==> src/rtl/shifter_pkg.sv <==
// Shared definitions for the sequential shifter: operation codes, FSM states
// and a helper classifying which operations run multi-cycle.
package shifter_pkg;

  localparam logic [2:0] MODE_HOLD = 3'b000;
  localparam logic [2:0] MODE_SRL  = 3'b001;
  localparam logic [2:0] MODE_SLL  = 3'b010;
  localparam logic [2:0] MODE_LOAD = 3'b011;
  localparam logic [2:0] MODE_SRA  = 3'b100;
  localparam logic [2:0] MODE_ROR  = 3'b101;
  localparam logic [2:0] MODE_ROL  = 3'b110;
  localparam logic [2:0] MODE_RSVD = 3'b111;

  typedef enum logic [1:0] {
    ST_IDLE = 2'b00,
    ST_RUN  = 2'b01,
    ST_DONE = 2'b10
  } state_t;

  // Shift and rotate codes need the RUN state; everything else finishes on accept.
  function automatic logic is_step_mode(input logic [2:0] m);
    logic r;
    case (m)
      MODE_SRL, MODE_SLL, MODE_SRA, MODE_ROR, MODE_ROL: r = 1'b1;
      default:                                          r = 1'b0;
    endcase
    return r;
  endfunction

endpackage

==> src/rtl/shift_step.sv <==
// Combinational single-bit shift/rotate step; returns the next register value
// and the bit that falls off the end.
module shift_step
  import shifter_pkg::*;
#(
  parameter int WIDTH = 16
) (
  input  logic [2:0]       mode,
  input  logic [WIDTH-1:0] q,
  input  logic             sr,
  input  logic             sl,
  output logic [WIDTH-1:0] q_next,
  output logic             out_bit
);

  always_comb begin
    q_next  = q;
    out_bit = 1'b0;
    case (mode)
      MODE_SRL: begin
        q_next  = {sr, q[WIDTH-1:1]};
        out_bit = q[0];
      end
      MODE_SLL: begin
        q_next  = {q[WIDTH-2:0], sl};
        out_bit = q[WIDTH-1];
      end
      MODE_SRA: begin
        q_next  = {q[WIDTH-1], q[WIDTH-1:1]};
        out_bit = q[0];
      end
      MODE_ROR: begin
        q_next  = {q[0], q[WIDTH-1:1]};
        out_bit = q[0];
      end
      MODE_ROL: begin
        q_next  = {q[WIDTH-2:0], q[WIDTH-1]};
        out_bit = q[WIDTH-1];
      end
      default: begin
        q_next  = q;
        out_bit = 1'b0;
      end
    endcase
  end

endmodule

==> src/rtl/shifter_seq.sv <==
// Sequential multi-mode shifter: accepts a command under start/busy/done and
// steps the latched shift or rotate one bit per clock.
module shifter_seq
  import shifter_pkg::*;
#(
  parameter int WIDTH    = 16,
  parameter int CNT_BITS = 4
) (
  input  logic                clk,
  input  logic                rst_n,
  input  logic                start,
  input  logic [2:0]          mode,
  input  logic [CNT_BITS-1:0] amt,
  input  logic [WIDTH-1:0]    D,
  input  logic                SR,
  input  logic                SL,
  output logic [WIDTH-1:0]    Q,
  output logic                SO,
  output logic                busy,
  output logic                done
);

  state_t              state_reg, state_next;
  logic [CNT_BITS-1:0] cnt_reg, cnt_next;
  logic [2:0]          mode_reg, mode_next;
  logic [WIDTH-1:0]    q_reg, q_next;
  logic                so_reg, so_next;
  logic [WIDTH-1:0]    step_q;
  logic                step_out;

  shift_step #(.WIDTH(WIDTH)) u_step (
    .mode    (mode_reg),
    .q       (q_reg),
    .sr      (SR),
    .sl      (SL),
    .q_next  (step_q),
    .out_bit (step_out)
  );

  always_ff @(posedge clk) begin
    if (!rst_n) begin
      state_reg <= ST_IDLE;
      cnt_reg   <= '0;
      mode_reg  <= MODE_HOLD;
      q_reg     <= '0;
      so_reg    <= 1'b0;
    end else begin
      state_reg <= state_next;
      cnt_reg   <= cnt_next;
      mode_reg  <= mode_next;
      q_reg     <= q_next;
      so_reg    <= so_next;
    end
  end

  always_comb begin
    state_next = state_reg;
    cnt_next   = cnt_reg;
    mode_next  = mode_reg;
    q_next     = q_reg;
    so_next    = so_reg;
    case (state_reg)
      ST_RUN: begin
        // start is deliberately not looked at here: commands never queue.
        q_next   = step_q;
        so_next  = step_out;
        cnt_next = cnt_reg - CNT_BITS'(1);
        if (cnt_reg == CNT_BITS'(1)) state_next = ST_DONE;
      end
      default: begin
        if (start) begin
          if (is_step_mode(mode) && (amt != '0)) begin
            mode_next  = mode;
            cnt_next   = amt;
            state_next = ST_RUN;
          end else begin
            if (mode == MODE_LOAD) q_next = D;
            state_next = ST_DONE;
          end
        end else begin
          state_next = ST_IDLE;
        end
      end
    endcase
  end

  assign Q    = q_reg;
  assign SO   = so_reg;
  assign busy = (state_reg == ST_RUN);
  assign done = (state_reg == ST_DONE);

endmodule

==> config.mk <==
export PLATFORM = sky130hd
export DESIGN_NAME = shifter_seq
export DESIGN_NICKNAME = d
export VERILOG_FILES = /design/src/rtl/shifter_pkg.sv /design/src/rtl/shift_step.sv /design/src/rtl/shifter_seq.sv
export SDC_FILE = /design/constraint.sdc
export NUM_CORES = 1
export LEC_CHECK = 0
export CAP_MARGIN = 20
export CORE_UTILIZATION = 25
export CTS_CLUSTER_SIZE = 8
export DETAILED_ROUTE_END_ITERATION = 16
export HOLD_SLACK_MARGIN = 0.02
export PLACE_DENSITY_LB_ADDON = 0.15
export SYNTH_ARGS = -nofsm -noshare
export SYNTH_HDL_FRONTEND = slang
export SYNTH_HIERARCHICAL = 1
export SYNTH_SLANG_ARGS = --single-unit
export TNS_END_PERCENT = 100
==> constraint.sdc <==
create_clock -name clk -period 4.2 [get_ports clk]
set_input_delay 0.84 -clock clk [delete_from_list [all_inputs] [get_ports clk]]
set_output_delay 0.84 -clock clk [all_outputs]
set_load 0.02 [all_outputs]
==> run summary <==
After detailed routing, the number of vias per cell comes to 5.067. The run gives 0 as the final global-route overflow total. The logs give 8.188 ps for the setup skew after layout and 0.7501 for the routability congestion estimate from global placement. 47 I/O pins were placed. The register with the most flip-flops in the layout has 16 of them. Summing internal, switching and leakage power gives 0.7599 mW. Setup repair after global routing left no endpoint under its margin.

Synthesis produced a netlist with a net count of 231. The synthesized netlist contains 43 unique library cells. Among all flip-flop cells after synthesis, the most frequent one is sky130_fd_sc_hd__dfxtp_1. Once detail routing completed, the nets flagged for antenna violations numbered 0. The part of the total power dissipated in the clock network is 0.277, and the switching part of the total power is 0.3166. The stage delay of the slowest cell on the critical path came out at 600 ps. Dividing the detail-routed wire length by the instance count gives 13.81 µm. For the worst setup path, the data required time is 3360 ps.

The combinational share of power is 0.318, and the fraction of the cycle the final worst path needs is 0.5862. The number of standard cells after synthesis was 201; the net load switching power was 0.2405 mW. For this run, the top clock speed supported by timing is 406.1 MHz.

For this block, the initial DRC count from the detailed router was 55. After synthesis, the most frequently instantiated cells are sky130_fd_sc_hd__nand2_1, sky130_fd_sc_hd__dfxtp_1, sky130_fd_sc_hd__nor2_1. The net count of the finished layout is 271.

The row count was 28. The total leakage power is 0.9017 nW, and the post-cts gate resize count is 0. The first-pass GRT wire length is 7.176 mm. The pre-antenna-repair detailed-routing pass consisted of 4 iterations. The minimum setup slack after placement came out at 1726 ps.

Ranked by total cell area, the synthesized netlist is headed by sky130_fd_sc_hd__dfxtp_1, sky130_fd_sc_hd__nand2_1, sky130_fd_sc_hd__a311oi_1. The slew of the pin with the lowest slew margin works out to 846.8 ps. The flow ran to the end, and the final reports show no timing, DRC or antenna violations.

For the finished layout, the period the worst path requires is 2462 ps. The clock drives 26 sinks. The total die area was 6791 µm²; the fraction of layout instances using a drive strength above 1 was 0.08750.

In this run, post-CTS hold repair placed 0 buffers. The total inserted antenna cells came out at 0. The floorplan step defined a core boundary enclosing 6061 µm². The clock latency of the later-clocked register in the worst-skew pair is 270 ps.

TritonCTS built the clock tree. After layout, the worst setup slack is 1738 ps. Counting both buffers and inverters, the worst setup path holds a total of 3. The H-tree depth was 1. The startpoint type of the worst setup path was a flip-flop. The count of warnings emitted by yosys is 6, and the fraction of registers with async set or reset after synthesis is 0.

The sequential cell fraction of total power is 0.405. VDD sags by at most 0.1559 mV. CTS placed an instance of sky130_fd_sc_hd__clkbuf_8 at the clock tree root. In this run the horizontal extent of the chip is 82.41 µm. Data on the critical path arrives at its endpoint at 1620 ps. Dividing total power by cell area gives a power density of 347.8 nW/µm². The run gives 3 as the total CTS buffers. In the final timing run, aggregate negative setup slack is 0 ps.

Remaining max-slew budget at the tightest pin: 0.4349. The per-instance average area after synthesis is 8.043 µm², and the number of design rule violations left after detail routing is 0. Among all cell types in the netlist, the one instantiated most often is sky130_fd_sc_hd__nand2_1. The routed layout has 1596 vias. The post-synthesis cell area was 1617 µm²; the maximum net fanout on the critical path was 25. The share of the synthesized area in the top cell type was 0.3220; the clock-pin slew of the registers on the worst-case setup and hold paths was 100 ps. The cell accounting for the most synthesized area was sky130_fd_sc_hd__dfxtp_1. Buffers added to address setup during post-CTS repair amount to 0.

For the effective utilization at floorplan, the log shows 0.2667. The filler cell count is 647, and the via count of the first global-routing pass is 1482. Total of flip-flops plus latches after synthesis: 26. The dominant delay contributor by cell family on the critical path was buffers and inverters.

Path type of the worst min-delay path: flip-flop to flip-flop. The initial antenna violation count came out at 0. The slowest stage of the critical path belongs to the cell sky130_fd_sc_hd__clkdlybuf4s50_1. The run gives 4.351 mm as the final wirelength. The logs give 2 for the buffer depth of the longest clock path and 0 for the number of pins exceeding their max-slew limit in the final report.

The sequential element share of the synthesized area is 0.3220, and the overall routing resource usage is 0.1374. The number of hold violations in the final report is 0. The run gives 2.976 mm as the placed wire-length estimate after detailed placement.

Max-cap violations in this run came to 0. The area added between synthesis and finish is 35.14%. Setup violations remaining at the end of the flow were counted as 0. The worst setup path is captured at an output pin.

The chip height works out to 82.41 µm. The setup path with the least slack is of type flip-flop to output pin. The signal on the critical path passes through nand2b_1 -> buf_4 -> inv_2 -> clkdlybuf4s50_1.

Quantity of I/O buffers inserted on ports: 46. Entering global routing, the biggest net connects 33 pins. In this run, synthesis inferred 0 flip-flops with an integrated enable. Cell internal power was estimated by the tool at 0.5193 mW.
[layout by cell type, fill, tap and decap left out, types with 2 or more instances in the layout]
| master | instances |
|---|---|
| sky130_fd_sc_hd__a21oi_1 | 9 |
| sky130_fd_sc_hd__nand3_1 | 3 |
| sky130_fd_sc_hd__clkbuf_8 | 3 |
| sky130_fd_sc_hd__or4_1 | 2 |
| sky130_fd_sc_hd__a31oi_1 | 2 |
| sky130_fd_sc_hd__a311oi_1 | 16 |
| sky130_fd_sc_hd__ha_1 | 2 |
| sky130_fd_sc_hd__a22o_2 | 5 |
| sky130_fd_sc_hd__o211ai_1 | 2 |
| sky130_fd_sc_hd__mux2i_1 | 3 |
| sky130_fd_sc_hd__and3_1 | 2 |
| sky130_fd_sc_hd__inv_1 | 4 |
| sky130_fd_sc_hd__a21o_1 | 14 |
| sky130_fd_sc_hd__mux2_2 | 2 |
| sky130_fd_sc_hd__a22o_1 | 9 |
| sky130_fd_sc_hd__nand2b_1 | 2 |
| sky130_fd_sc_hd__o21ai_1 | 3 |
| sky130_fd_sc_hd__clkdlybuf4s50_1 | 46 |
| sky130_fd_sc_hd__buf_4 | 4 |
| sky130_fd_sc_hd__nor2b_1 | 3 |
| sky130_fd_sc_hd__dfxtp_1 | 26 |
| sky130_fd_sc_hd__nor2_1 | 22 |
| sky130_fd_sc_hd__nand2_1 | 38 |
[metrics by stage]
stage	hold WS [ps]	instances	area, µm²	util
2_1_floorplan	478.9	201	1617	-
3_3_place_gp	460.5	310	2106	0.3474
3_5_place_dp	455.0	310	2106	0.3474
4_1_cts	477.5	314	2177	0.3592
5_1_grt	521.9	315	2185	0.3604
6_report	482.8	315	2185	0.3604
[power groups by stage]
stage / clock (mW) / combinational (mW) / sequential [mW]
after floorplan: 0 / 0.140 / 0.325
after global placement: 0 / 0.242 / 0.314
after detailed placement: 0 / 0.244 / 0.314
after CTS: 0.221 / 0.245 / 0.308
after global routing: 0.232 / 0.267 / 0.313
final: 0.211 / 0.242 / 0.308
[routing by layer]
layer	routed length, µm	vias to the layer above	global-route usage
met5	0	-	0
met4	40	0	0.03684
met3	186	4	0.02198
met2	1926	41	0.2281
met1	2197	733	0.1831
li1	-	818	-
[worst min-delay path, cell delays in order, from the launching register on]
cell and delay, ps:
sky130_fd_sc_hd__dfxtp_1 330, sky130_fd_sc_hd__nand2_1 50, sky130_fd_sc_hd__a21oi_1 60
[logic make-up after synthesis]
family	Yosys count	share of synthesized area
xor+xnor	1	0.005419
simple gates	79	0.2252
compound gates	68	0.3336
buf+inv	20	0.06578
mux	5	0.03251
flops	26	0.3220
fa+ha+maj	2	0.01548
[layout make-up]
type / count / area [µm²] / area share
clock buffers: 3 / 41.29 / 0.01890
clock inverters: 1 / 30.03 / 0.01375
inverters: 5 / 18.77 / 0.008591
multi-input cells: 155 / 989.7 / 0.4530
flip-flops and latches: 26 / 520.5 / 0.2383
well taps: 75 / 93.84 / 0.04296
repair buffers: 50 / 490.5 / 0.2245
[worst paths after layout]
| path | from | end | slack (ps) | depth (start not counted) |
|---|---|---|---|---|
| worst max-delay path | state_reg[1] | busy | 1740 | 4 |
| worst min-delay path | SO | SO | 480 | 2 |
| worst max register to register | mode_reg[0] | Q[0] | 2330 | 5 |
| worst min register to register | SO | SO | 480 | 2 |
Note: power is estimated with default switching activity, not from simulation.
